**config.mk**
```make
export PLATFORM = sky130hd
export DESIGN_NAME = serial_add_ctrl
export DESIGN_NICKNAME = d
export VERILOG_FILES = /design/src/rtl/serial_add_pkg.sv /design/src/rtl/serial_add_ctrl_fa_cell.sv /design/src/rtl/serial_add_ctrl.sv
export SDC_FILE = /design/constraint.sdc
export NUM_CORES = 1
export LEC_CHECK = 0
export CAP_MARGIN = 40
export CORE_ASPECT_RATIO = 0.7
export CORE_MARGIN = 4
export CORE_UTILIZATION = 51
export CTS_CLUSTER_DIAMETER = 150
export DETAILED_ROUTE_END_ITERATION = 10
export GPL_TIMING_DRIVEN = 0
export PLACE_DENSITY = 0.8
export SYNTH_ARGS = -nofsm -noshare
export SYNTH_HDL_FRONTEND = slang
export SYNTH_SLANG_ARGS = --single-unit
```
**constraint.sdc**
```tcl
create_clock -name clk -period 1.83 [get_ports clk]
set_input_delay 0.366 -clock clk [delete_from_list [all_inputs] [get_ports clk]]
set_output_delay 0.366 -clock clk [all_outputs]
set_load 0.02 [all_outputs]
```
**src/rtl/serial_add_pkg.sv**
```systemverilog
// Shared types and helpers for the bit-serial adder controller.
package serial_add_pkg;

  typedef enum logic [1:0] {
    IDLE = 2'd0,
    RUN  = 2'd1,
    DONE = 2'd2
  } state_t;

  // Width of a counter that must reach width-1; never narrower than 1 bit.
  function automatic int cnt_w(input int width);
    return (width < 2) ? 1 : $clog2(width);
  endfunction

endpackage

```
**src/rtl/serial_add_ctrl_fa_cell.sv**
```systemverilog
// Combinational 1-bit full adder: the single arithmetic cell reused every bit-time.
module fa_cell (
  input  logic x_i,
  input  logic y_i,
  input  logic z_i,
  output logic s_o,
  output logic c_o
);

  assign s_o = x_i ^ y_i ^ z_i;
  assign c_o = (x_i & y_i) | (x_i & z_i) | (y_i & z_i);

endmodule

```
**src/rtl/serial_add_ctrl.sv**
```systemverilog
// Bit-serial WIDTH-bit adder, LSB first, one bit per clock through one shared fa_cell.
// Optional SERIAL_ADD_SUB_EN adds a 'sub' input that turns the op into a - b.
module serial_add_ctrl
  import serial_add_pkg::*;
#(
  parameter int WIDTH = 8
) (
  input  logic             clk,
  input  logic             rst_n,
  // Handshakes: a transfer happens on a rising edge where valid && ready are both high.
  // Sources hold valid and data stable until accepted; ready never depends on valid.
  input  logic             in_valid,
  output logic             in_ready,
  input  logic [WIDTH-1:0] a,
  input  logic [WIDTH-1:0] b,
  input  logic             cin,
`ifdef SERIAL_ADD_SUB_EN
  input  logic             sub,
`endif
  output logic             out_valid,
  input  logic             out_ready,
  output logic [WIDTH-1:0] sum,
  output logic             cout,
  output logic             busy
);

  localparam int CW = cnt_w(WIDTH);
  localparam logic [CW-1:0] LAST = CW'(WIDTH - 1);

  state_t           state_q;
  logic [CW-1:0]    cnt_q;
  logic             carry_q;
  logic [WIDTH-1:0] a_sh_q, b_sh_q, sum_sh_q;
  logic [WIDTH-1:0] sum_q;
  logic             cout_q, out_valid_q, in_ready_q, busy_q;

  logic [WIDTH-1:0] b_ld_d;
  logic             carry_ld_d;
  logic             fa_s, fa_c;

`ifdef SERIAL_ADD_SUB_EN
  // Subtract as a + ~b + 1; cout then reads as "no borrow".
  assign b_ld_d     = sub ? ~b : b;
  assign carry_ld_d = sub ? 1'b1 : cin;
`else
  assign b_ld_d     = b;
  assign carry_ld_d = cin;
`endif

  fa_cell u_fa (
    .x_i (a_sh_q[0]),
    .y_i (b_sh_q[0]),
    .z_i (carry_q),
    .s_o (fa_s),
    .c_o (fa_c)
  );

  always_ff @(posedge clk or negedge rst_n) begin
    if (!rst_n) begin
      state_q     <= IDLE;
      cnt_q       <= '0;
      carry_q     <= 1'b0;
      a_sh_q      <= '0;
      b_sh_q      <= '0;
      sum_sh_q    <= '0;
      sum_q       <= '0;
      cout_q      <= 1'b0;
      out_valid_q <= 1'b0;
      in_ready_q  <= 1'b0;
      busy_q      <= 1'b0;
    end else begin
      case (state_q)
        IDLE: begin
          in_ready_q <= 1'b1;
          if (in_valid && in_ready_q) begin
            a_sh_q     <= a;
            b_sh_q     <= b_ld_d;
            carry_q    <= carry_ld_d;
            cnt_q      <= '0;
            state_q    <= RUN;
            in_ready_q <= 1'b0;
            busy_q     <= 1'b1;
          end
        end
        RUN: begin
          sum_sh_q <= {fa_s, sum_sh_q[WIDTH-1:1]};
          carry_q  <= fa_c;
          a_sh_q   <= a_sh_q >> 1;
          b_sh_q   <= b_sh_q >> 1;
          // The last bit lands straight in the output register so out_valid and data rise together.
          if (cnt_q == LAST) begin
            state_q     <= DONE;
            out_valid_q <= 1'b1;
            sum_q       <= {fa_s, sum_sh_q[WIDTH-1:1]};
            cout_q      <= fa_c;
          end else begin
            cnt_q <= cnt_q + CW'(1);
          end
        end
        DONE: begin
          if (out_ready) begin
            state_q     <= IDLE;
            out_valid_q <= 1'b0;
            busy_q      <= 1'b0;
            in_ready_q  <= 1'b1;
          end
        end
        default: begin
          state_q     <= IDLE;
          out_valid_q <= 1'b0;
          busy_q      <= 1'b0;
          in_ready_q  <= 1'b0;
        end
      endcase
    end
  end

  assign in_ready  = in_ready_q;
  assign out_valid = out_valid_q;
  assign sum       = sum_q;
  assign cout      = cout_q;
  assign busy      = busy_q;

endmodule

```
==> results_dict.tcl <==
set metrics [dict create \
    outcome "finished clean" \
    first_pass_iters 4 \
    drc_errors 0 \
    drive_above_1_share_pct 18.89 \
    nNetsFinal 204 \
    dpl.hpwl_um 2526 \
    ys_seq_elements 41 \
    fin_setup_tns_ps 0 \
    crit_required_ps 1460 \
    overflow 0 \
    async_flop_share_pct 100.0 \
    stdcell_count 227 \
    antennaDiodeCount 0 \
    min_path_type "flip-flop to flip-flop" \
    syn_inst 139 \
    insertion_delay_ps 290 \
    timing.fmax_mhz 572.3 \
    chipHeight_um 57.64 \
    grt_pass1_wl_um 6182 \
    fin_worst_skew_ps 5.423 \
    setup_violations 0 \
    cap_violations 0 \
    die_w_um 78.92 \
    gp_congestion 0.7508 \
    postRouteAntennaNets 0 \
    wirelength_um 3472 \
    floorplan.initialDensity_pct 55.17 \
    rsz0062_at_grt "no" \
    ys_seq_area_share_pct 57.14 \
    vias 1222 \
    cts.clk_slew.worst_paths_ps 70 \
    hold_violations 0 \
    cts_buffers 5 \
    synth_nets 163 \
    worstSetupPathType "flip-flop to primary output" \
    rows 17 \
    synth_commonest_cells "dfrtp_1 (41), o21ai_0 (22), mux2_2 (17), mux2i_1 (15), o21ai_1 (11)" \
    cp_num_buf_inv 1 \
    fin_crit_sh_pct 95.48 \
    postCtsSetupBuffers 0 \
    grtUsageTotal_pct 17.65 \
    yosysMostFrequentCell "dfrtp_1" \
    r2r_slack_ps 210 \
    drv_slew 0 \
    start_kind "flip-flop" \
    cts_resized 0 \
    die_area_mm2 0.004549 \
    area_delta_synth_final_pct 27.32 \
    cp_top_family "buffers and inverters" \
    antenna_found_initial 0 \
    wl_per_cell_um 15.30 \
    cp_max_fo 6 \
    critPathMaxStageDelay_ps 640 \
    final.min_clock_period_ps 1747 \
    grt_max_degree 28 \
    core_mm2 0.003254 \
    vias_per_cell 5.383 \
    slew_headroom_pct 71.40 \
    cp.arrival_ps 1380 \
    netlist.top_cell.by_area "dfrtp_1" \
    yosysWarnings 0 \
    tightest_slew_ps 429.1 \
    io_buffers 32 \
    cts_buffer_depth 2 \
    synthFlopType "dfrtp_1" \
    p_leak_nw 1.032 \
    cp_cell_sequence "clkdlybuf4s50_1" \
    cts_root_buf "clkbuf_8" \
    cts_max_level 2 \
    synth_area_mm2 0.001795 \
    synth_cell_type_count 24 \
    synth_area_leaders "dfrtp_1 (57%), mux2_2 (11%), mux2i_1 (8.4%)" \
    syn-mean-instance-area_um2 12.92 \
    slowest_stage "clkdlybuf4s50_1" \
    synth_edf_count 0 \
    cellPowerDensity_mw_per_mm2 1779 \
    cts_tree "yes" \
    critPathCaptureType "primary output" \
    synth_top_area_share_pct 57.14 \
    grt_pass1_vias 1341 \
    placed_cells 219 \
    io_pins 33 \
    cts_sinks 41 \
    ir_drop_uv 968.4 \
    drt_iter0_drc 39 \
]
worst paths after layout:
path / start / endpoint / cells past startpoint
min: sum[2] / sum[2] / 1
max: in_ready / in_ready / 1
min reg2reg: sum[2] / sum[2] / 1
max reg2reg: cnt_q[0] / cnt_q[0] / 5
min in group asynchronous: rst_n / a_sh_q[0] / 2
max in group asynchronous: rst_n / cnt_q[2] / 3
metal layers:
| metal | up-vias | track usage (%) | share of wire (%) |
|---|---|---|---|
| met1 | 606 | 22.31 | 46 |
| li1 | 582 | - | - |
| met2 | 28 | 29.26 | 47 |
| met5 | - | 0 | 0 |
| met4 | 0 | 6.618 | 1.5 |
| met3 | 6 | 5.124 | 4.8 |
report_power, final:
group / total [W] / internal [W] / leakage (nW) / switching, W
registers: 0.00162 / 0.00134 / 0.500 / 0.000272
clock network: 0.000587 / 0.000299 / 0.0443 / 0.000288
logic: 0.00186 / 0.000998 / 0.487 / 0.000865
total: 0.00407 / 0.00264 / 1.03 / 0.00143
timing repair:
item	4_1_cts	5_1_grt
hold endpoints to repair	14	0
endpoints found under the setup margin	0	0
hold buffers	1	0
stage by stage:
stage / util [%] / total power [W] / cell area, um2 / setup WS (ps) / hold WS, ps
final: 70.24 / 0.004067 / 2286 / 82.76 / 505.2
after global routing: 70.24 / 0.004353 / 2286 / 19.21 / 532.7
after CTS: 70.24 / 0.004101 / 2286 / 70.24 / 510.8
after detailed placement: 67.28 / 0.003499 / 2190 / -2.404 / 294.6
after global placement: 66.82 / 0.003396 / 2175 / -521.7 / 487.1
after floorplan: - / 0.002893 / 1795 / 320.2 / 70.41
cells by family (layout without fill, tap and decap cells):
| logic type | count (synthesis) | count (layout) | synth area share [%] |
|---|---|---|---|
| simple gates | 11 | 11 | 4.042 |
| buf+inv | 11 | 52 | 4.529 |
| mux | 32 | 32 | 19.02 |
| flops | 41 | 41 | 57.14 |
| fa+ha+maj | 3 | 3 | 2.509 |
| compound gates | 41 | 41 | 12.75 |
layout by cell type, fill, tap and decap left out, types with 4 or more instances in the layout:
cell type | Yosys | layout
o21ai_1 | 11 | 11
nand2_1 | 4 | 4
dfrtp_1 | 41 | 41
mux2i_1 | 15 | 15
o21ai_0 | 22 | 22
clkbuf_8 | 0 | 6
clkbuf_1 | 3 | 4
a22o_1 | 4 | 4
mux2_2 | 17 | 17
clkdlybuf4s50_1 | 0 | 31
cell type report:
type / count / area (um2)
sequential: 41 / 1026
fill: 230 / 968.4
multi-input combinational: 87 / 688.2
timing repair buffer: 34 / 345.3
clock buffer: 7 / 86.33
buffer: 8 / 70.07
tap: 47 / 58.81
inverter: 3 / 11.26
state kept, by name, summed over array words and instances (netlist names), 2 cells and up:
register / cells
state_q: 2
sum_sh_q: 7
a_sh_q: 8
b_sh_q: 8
cnt_q: 3
sum: 8
No activity file was read; power rests on OpenSTA's default activity.
